File: src/rtl/blink_decoder.sv
// Blink decoder: samples a blinking line on each tick and measures ON/OFF
// run lengths. Each completed ON/OFF pair is published with a one-cycle
// valid pulse. A long OFF run ends the sequence: it is published with
// off_len=0 and a done pulse.
module blink_decoder #(
  parameter int CNT_W      = 4,
  parameter int IDLE_TICKS = 8,
  parameter int BCNT_W     = 8
) (
  input  logic              i_clk,
  input  logic              i_rst,
  input  logic              i_tick,
  input  logic              i_in,
  input  logic              i_clear,
  output logic              o_valid,
  output logic [CNT_W-1:0]  o_on_len,
  output logic [CNT_W-1:0]  o_off_len,
  output logic              o_done,
  output logic [BCNT_W-1:0] o_blink_count,
  output logic              o_err,
  output logic              o_busy
);

  typedef enum logic [1:0] {S_IDLE, S_ON, S_OFF} state_t;

  localparam logic [CNT_W-1:0] RUN_MAX = {CNT_W{1'b1}};
  localparam logic [CNT_W:0]   IDLE_T  = (CNT_W+1)'(IDLE_TICKS);

  state_t            state, state_n;
  logic [CNT_W-1:0]  run, run_n;
  logic [CNT_W-1:0]  on_len, on_len_n;
  logic [CNT_W-1:0]  on_out_n, off_out_n;
  logic [BCNT_W-1:0] bcnt_n;
  logic              valid_n, done_n, err_n;
  logic [CNT_W:0]    run_p1;
  logic [BCNT_W-1:0] bcnt_inc;

  // run_p1 is one bit wider so the idle compare cannot wrap.
  assign run_p1   = {1'b0, run} + 1'b1;
  assign bcnt_inc = (o_blink_count == {BCNT_W{1'b1}}) ? o_blink_count
                                                      : o_blink_count + 1'b1;

  // Register state, counters and all outputs.
  always_ff @(posedge i_clk or negedge i_rst) begin
    if (!i_rst) begin
      state         <= S_IDLE;
      run           <= '0;
      on_len        <= '0;
      o_valid       <= 1'b0;
      o_done        <= 1'b0;
      o_on_len      <= '0;
      o_off_len     <= '0;
      o_blink_count <= '0;
      o_err         <= 1'b0;
      o_busy        <= 1'b0;
    end else begin
      state         <= state_n;
      run           <= run_n;
      on_len        <= on_len_n;
      o_valid       <= valid_n;
      o_done        <= done_n;
      o_on_len      <= on_out_n;
      o_off_len     <= off_out_n;
      o_blink_count <= bcnt_n;
      o_err         <= err_n;
      o_busy        <= (state_n != S_IDLE);
    end
  end

  // Next state: clear beats tick; pulses drop on any non-publishing cycle.
  always_comb begin
    state_n   = state;
    run_n     = run;
    on_len_n  = on_len;
    on_out_n  = o_on_len;
    off_out_n = o_off_len;
    bcnt_n    = o_blink_count;
    err_n     = o_err;
    valid_n   = 1'b0;
    done_n    = 1'b0;
    if (i_clear) begin
      state_n   = S_IDLE;
      run_n     = '0;
      on_len_n  = '0;
      on_out_n  = '0;
      off_out_n = '0;
      bcnt_n    = '0;
      err_n     = 1'b0;
    end else if (i_tick) begin
      case (state)
        S_IDLE: begin
          if (i_in) begin
            run_n   = CNT_W'(1);
            state_n = S_ON;
          end
        end
        S_ON: begin
          if (i_in) begin
            // Saturate the ON run and flag it; the flag is sticky.
            if (run == RUN_MAX) err_n = 1'b1;
            else                run_n = run + 1'b1;
          end else begin
            on_len_n = run;
            run_n    = CNT_W'(1);
            state_n  = S_OFF;
          end
        end
        S_OFF: begin
          if (i_in) begin
            on_out_n  = on_len;
            off_out_n = run;
            valid_n   = 1'b1;
            bcnt_n    = bcnt_inc;
            run_n     = CNT_W'(1);
            state_n   = S_ON;
          end else if (run_p1 == IDLE_T) begin
            // Idle timeout: publish the last blink with off_len=0.
            on_out_n  = on_len;
            off_out_n = '0;
            valid_n   = 1'b1;
            done_n    = 1'b1;
            bcnt_n    = bcnt_inc;
            run_n     = '0;
            state_n   = S_IDLE;
          end else begin
            run_n = run_p1[CNT_W-1:0];
          end
        end
        default: begin
          state_n = S_IDLE;
          run_n   = '0;
        end
      endcase
    end
  end

endmodule
File: config.mk
export PLATFORM = sky130hd
export DESIGN_NAME = blink_decoder
export DESIGN_NICKNAME = d
export VERILOG_FILES = /design/src/rtl/blink_decoder.sv
export SDC_FILE = /design/constraint.sdc
export NUM_CORES = 1
export LEC_CHECK = 0
export ABC_CLOCK_PERIOD_IN_PS = 2200
export CAP_MARGIN = 40
export CORE_AREA = 5 5 61 63
export DETAILED_ROUTE_END_ITERATION = 16
export DIE_AREA = 0 0 66 68
export PLACE_DENSITY = 0.72
export SYNTH_ARGS = -nofsm -noshare
export SYNTH_HDL_FRONTEND = slang
export SYNTH_SLANG_ARGS = --single-unit
File: constraint.sdc
create_clock -name i_clk -period 2.2 [get_ports i_clk]
set_clock_uncertainty 0.2 [all_clocks]
set_input_delay 0.33 -clock i_clk [delete_from_list [all_inputs] [get_ports i_clk]]
set_output_delay 0.33 -clock i_clk [all_outputs]
set_load 0.1 [all_outputs]
==> metrics.md, run 1 <==
| Metric | Value |
|---|---|
| Max stage delay cell, worst path | dfrtp_1 |
| Main synth FF type | dfrtp_1 |
| CP Class | flip-flop to flip-flop |
| CP max FO | 5 |
| Total track usage | 0.1731 |
| Clock tree sinks | 30 |
| GR Overflow Total | 0 |
| Flop-to-flop setup slack | 260 ps |
| Die area | 4488 um2 |
| EDFF count, synth | 0 |
| Slew at the pin closest to its max-slew limit | 494.6 ps |
| Part of the Yosys area used for sequential elements | 0.4804 |
| Routed wire length | 3316 um |
| IO Pins | 25 |
| Placer congestion estimate | 0.9345 |
| Commonest non-fill, non-tap cell in the layout | dfrtp_1 |
| Hold_ws | 172.5 ps |
| DRT Pass-1 Iters | 4 |
| Mapped Avg Cell Area | 10.56 um2 |
| Number of global-route vias before repair | 1268 |
| Num rows | 21 |
| Die H | 68 um |
| Clk Latency, worst-skew pair | about 320 ps |
| Die X | 66 um |
| PD cells | approximately 530 nW/um2 |
| Fillers | 278 |
| DP HPWL | 2407 um |
| WL per Instance | 14.61 um |
| Worst EP required | 2270 ps |
| Multi-input gate area | 725.7 um2 |
| Synth cell types | 46 |
| Cell count after synthesis | 148 |
| Layout area overhead | 19.30% |
| Starting Density | 0.4915 |
| Core area | roughly 3200 um2 |
| Post-Syn Area | roughly 1600 um2 |
| Slew headroom | 0.6692 |
| Number of port buffers | 24 |
| CTS tree | yes |
| Resized Gates After CTS | 0 |
| DRT iter0 DRCs | 69 |
| Antenna violations before repair | 0 |
| Synth warn | 0 |
| Final min period | 1938 ps |
| Lkg Pwr | 0.8515 nW |
| First-pass GRT wire length | 5837 um |
| Commonest non-fill, non-tap cells in the layout | dfrtp_1 (29), buf_4 (28), nor2_1 (15), a21oi_1 (9), o21ai_0 (9) |
| Flops & latches, synth | 30 |
| Share of layout cells above drive strength 1 | 0.2486 |
| Total CTS buffers | 5 |
| Setup crit end kind | flip-flop |
| Post-CTS setup buffers | 0 |
| Final nets | between 150 and 200 |
| Largest stage delay on the critical path | 390 ps |
| Post-route antenna net violation count | 0 |
| CTS Hold Bufs | 0 |
| CTS HTree Levels | 2 |
| Setup violators final | 0 |
| Seq. cell area | 752.0 um2 |
| Via density | 5.709 |
| Max IR drop VDD | roughly 430 uV |
| Clk pin slew, worst setup/hold paths | 90 ps |
| Worst-path cell chain | ha_1 > and2_1 > and4_2 > a2111oi_0 > o21a_1 |
| Max_cap viols | 0 |
| Crit path DAT | 2010 ps |
| Startpoint type of the worst setup path | flip-flop |
| Fmax | between 0.5 and 0.6 GHz |
| Total number of vias | 1296 |
| Hold Path Class | input pin to async pin |
| DRC errors left | 0 |
| Asr flop ratio synth | 1.000 |
| Max-slew violation total from the final report | 0 |
| Largest net degree at the start of global routing | 31 |
| Final Hold Viols | 0 |
| CTS max path bufs | 2 |
| TNS Setup | 0 ps |
| Syn_nets | around 160 |
| RSZ-0062 raised after global routing | false |
| Final period util | 0.8809 |
| Outcome | finished, final reports clean |
| CTS Root Cell | clkbuf_4 |
| Diodes inserted | 0 |
-- area by class of cell --
class | instances | area share
multi-input cells | 106 | 0.3893
clock inverters | 1 | 0.002685
clock buffers | 7 | 0.02953
flip-flops and latches | 30 | 0.4034
repair buffers | 32 | 0.1342
inverters | 5 | 0.01007
well taps | 46 | 0.03087
-- layer usage --
layer | part of all wire | track usage
met5 | 0 | 0
met4 | 0.018 | 0.06853
met3 | 0.049 | 0.05090
met2 | 0.51 | 0.3104
met1 | 0.42 | 0.1938
-- worst max-delay path, delay by kind of cell, from the launching register on --
| family | cells | cell delay (ps) |
|---|---|---|
| DFF | 1 | 390 |
| and+or+nand+nor | 2 | 440 |
| adders and majority gates | 1 | 280 |
| AOI/OAI and AO/OA | 2 | 580 |
-- Yosys cell counts, drive strengths merged, types with 3 or more instances --
master | count | area, um2
nor2 | 15 | 56.30
o21ai | 9 | 45.04
nand2 | 6 | 22.52
or3 | 4 | 25.02
nor3 | 3 | 15.01
dfrtp | 30 | 750.7
a22o | 4 | 36.29
o32ai | 3 | 26.28
nand3 | 5 | 25.02
a21oi | 9 | 45.04
clkbuf | 5 | 48.80
mux2i | 8 | 80.08
and2 | 3 | 18.77
inv | 5 | 18.77
nand3b | 3 | 22.52
-- flip-flops by register name, summed over array words and instances, names as in the netlist --
name,count
o_blink_count,8
o_off_len,4
o_done,1
o_valid,1
o_err,1
on_len,4
state,2
run,4
o_on_len,4
o_busy,1
-- final timing paths --
kind / cells past startpoint / startpoint / endpoint
setup / recovery: 5 / run[0] / run[0]
hold / removal: 2 / i_rst / o_blink_count[5]
setup reg to reg: 5 / run[0] / run[0]
hold reg to reg: 1 / o_off_len[2] / o_off_len[2]
max in group asynchronous: 2 / i_rst / o_blink_count[0]
min in group i_clk: 1 / o_off_len[2] / o_off_len[2]
-- power by group --
| group | switching [W] | internal, W | leakage (nW) |
|---|---|---|---|
| clock network | 0.000183 | 0.000155 | 0.0353 |
| logic | 0.0000552 | 0.0000315 | 0.401 |
| registers | 0.00000460 | 0.000556 | 0.415 |
| total | 0.000243 | 0.000742 | 0.852 |
-- logic make-up (layout without fill, tap and decap cells) --
kind of cell,after synthesis,after routing,synth area share
AOI/OAI and AO/OA,41,41,0.1954
adders and majority gates,2,2,0.01601
buffers and inverters,12,45,0.05525
DFF,30,30,0.4804
muxes,9,9,0.05845
and+or+nand+nor,54,54,0.1946
-- metrics by stage --
stage	power [W]	std cells	instance area, um2	util	setup WS (ps)
after floorplan	0.0006262	148	1564	-	6.530
after global placement	0.0006573	219	1804	0.5675	68.37
after detailed placement	0.0006591	219	1804	0.5675	37.67
after CTS	0.001001	227	1864	0.5864	259.8
after global routing	0.001042	227	1864	0.5864	156.9
final	0.0009847	227	1864	0.5864	262.0
No activity file was read; power rests on OpenSTA's default activity.
==> inputs of run 2 (changes only) <==
--- a/config.mk
+++ b/config.mk
@@ -7,10 +7,10 @@
 export LEC_CHECK = 0
 export ABC_CLOCK_PERIOD_IN_PS = 2200
 export CAP_MARGIN = 40
-export CORE_AREA = 5 5 61 63
+export CORE_AREA = 5 5 64 61
 export DETAILED_ROUTE_END_ITERATION = 16
-export DIE_AREA = 0 0 66 68
-export PLACE_DENSITY = 0.72
+export DIE_AREA = 0 0 69 66
+export PLACE_DENSITY = 0.71
 export SYNTH_ARGS = -nofsm -noshare
 export SYNTH_HDL_FRONTEND = slang
 export SYNTH_SLANG_ARGS = --single-unit
==> metrics.md, run 2 (synthesized netlist as in run 1, its figures left out) <==
| Metric | Value |
|---|---|
| Setup violators final | 0 |
| First-pass GRT wire length | approximately 5400 um |
| CTS Hold Bufs | 0 |
| Worst EP required | 2260 ps |
| Die X | 69 um |
| Slew at the pin closest to its max-slew limit | between 500 and 600 ps |
| Worst r2r src | run[0] |
| Startpoint type of the worst setup path | flip-flop |
| Total number of vias | around 1200 |
| DRT Pass-1 Iters | 4 |
| Worst-path cell chain | ha_1 > and2_1 > and4_2 > a2111oi_0 > o21a_1 |
| DRC errors left | 0 |
| Max reg flops | 8 |
| Total track usage | 0.1472 |
| CP bufs+invs | 0 |
| Final nets | between 150 and 200 |
| IO Pins | 25 |
| Number of global-route vias before repair | about 1200 |
| Worst setup endpoint | run[0] |
| RSZ-0062 raised after global routing | false |
| Power consumption | roughly 0.00094 W |
| DP HPWL | 2262 um |
| Die area | 4554 um2 |
| CP max FO | 7 |
| Total CTS buffers | 5 |
| Largest delay share family, worst path | compound AO/OA/AOI/OAI gates |
| Reg-to-Reg End | run[0] |
| Max stage delay cell, worst path | dfrtp_1 |
| Clock tree sinks | 30 |
| Commonest non-fill, non-tap cells in the layout | dfrtp_1 (29), buf_4 (27), nor2_1 (15), a21oi_1 (9), o21ai_0 (9) |
| Starting Density | 0.4879 |
| Number of port buffers | 24 |
| Share of layout cells above drive strength 1 | 0.2346 |
| Max-slew violation total from the final report | 0 |
| Clk pin slew, worst setup/hold paths | approximately 90 ps |
| Final period util | 0.9239 |
| Diodes inserted | 0 |
| Fmax | 0.4920 GHz |
| Routed wire length | 3111 um |
| DRT iter0 DRCs | 74 |
| Setup crit end kind | flip-flop |
| Crit path DAT | 2090 ps |
| Num rows | 20 |
| Resized Gates After CTS | 0 |
| CTS HTree Levels | 2 |
| Die H | ~66 um |
| TNS Setup | 0 ps |
| Critical path depth | 5 |
| Post-CTS setup buffers | 0 |
| Core area | 3203 um2 |
| Biggest register | o_blink_count |
| WL per Instance | 13.95 um |
| CTS Root Cell | clkbuf_4 |
| Placer congestion estimate | 0.8575 |
| CTS max path bufs | 2 |
| Final Hold Viols | 0 |
| Lkg Pwr | 0.8358 nW |
| CP Class | flip-flop to flip-flop |
| Max IR drop VDD | about 370 uV |
| Via density | 5.592 |
| Max_cap viols | 0 |
| Clk Latency, worst-skew pair | 320 ps |
| Commonest non-fill, non-tap cell in the layout | dfrtp_1 |
| Final core utilization | 0.5742 |
| Final min period | 2033 ps |
| Hold Path Class | input pin to async pin |
| Largest stage delay on the critical path | 460 ps |
| Layout area overhead | 17.69% |
| Slew headroom | 0.6364 |
| Worst R2R Path Depth | 5 |
| Outcome | finished, final reports clean |
| Post-route antenna net violation count | 0 |
| GR Overflow Total | 0 |
| Worst setup path startpoint | run[0] |
| Largest net degree at the start of global routing | 31 |
| Fillers | 294 |
| Flop-to-flop setup slack | between 150 and 200 ps |
| Antenna violations before repair | 0 |
| CTS tree | yes |
| PD cells | 508.8 nW/um2 |
==> run 2: final cells by class <==
cell class / instances / area [um2] / area share
flip-flops and latches: 30 / 752.0 / 0.4088
well taps: 44 / 55.05 / 0.02993
inverters: 5 / 18.77 / 0.01020
repair buffers: 31 / 242.7 / 0.1320
clock buffers: 7 / 45.04 / 0.02449
multi-input cells: 106 / 725.7 / 0.3946
==> run 2: metrics by stage <==
stage	area, um2	std cells	hold WS, ps	worst slack [ps]
after detailed placement	1794	216	299.6	22.82
after floorplan	1564	148	-165.6	6.530
after global placement	1794	216	291.2	54.95
final	1839	223	184.6	167.4
after global routing	1839	223	232.1	73.27
after CTS	1839	223	190.7	168.4
==> run 2: metal layers <==
layer  wire length, um  GRT usage  up-vias
met5                 0          0        -
met4                50    0.06585        0
met3               145    0.04559        8
met2              1479     0.2524       28
met1              1436     0.1698      596
li1                  -          -      615
==> run 2: how the worst min path moves through the flow <==
stage                             endpoint  slack, ps  cells past startpoint
after floorplan           o_blink_count[0]       -170                      0
after global placement        o_off_len[1]        290                      1
after detailed placement             o_err        300                      2
after CTS                 o_blink_count[5]        190                      2
after global routing      o_blink_count[5]        230                      2
final                     o_blink_count[5]        180                      2
==> run 2: report_power, final <==
group	switching, W	internal (W)	leakage, nW	total, W
logic	0.0000511	0.0000308	0.395	0.0000819
registers	0.00000739	0.000556	0.415	0.000563
clock network	0.000171	0.000120	0.0254	0.000291
total	0.000229	0.000707	0.836	0.000936
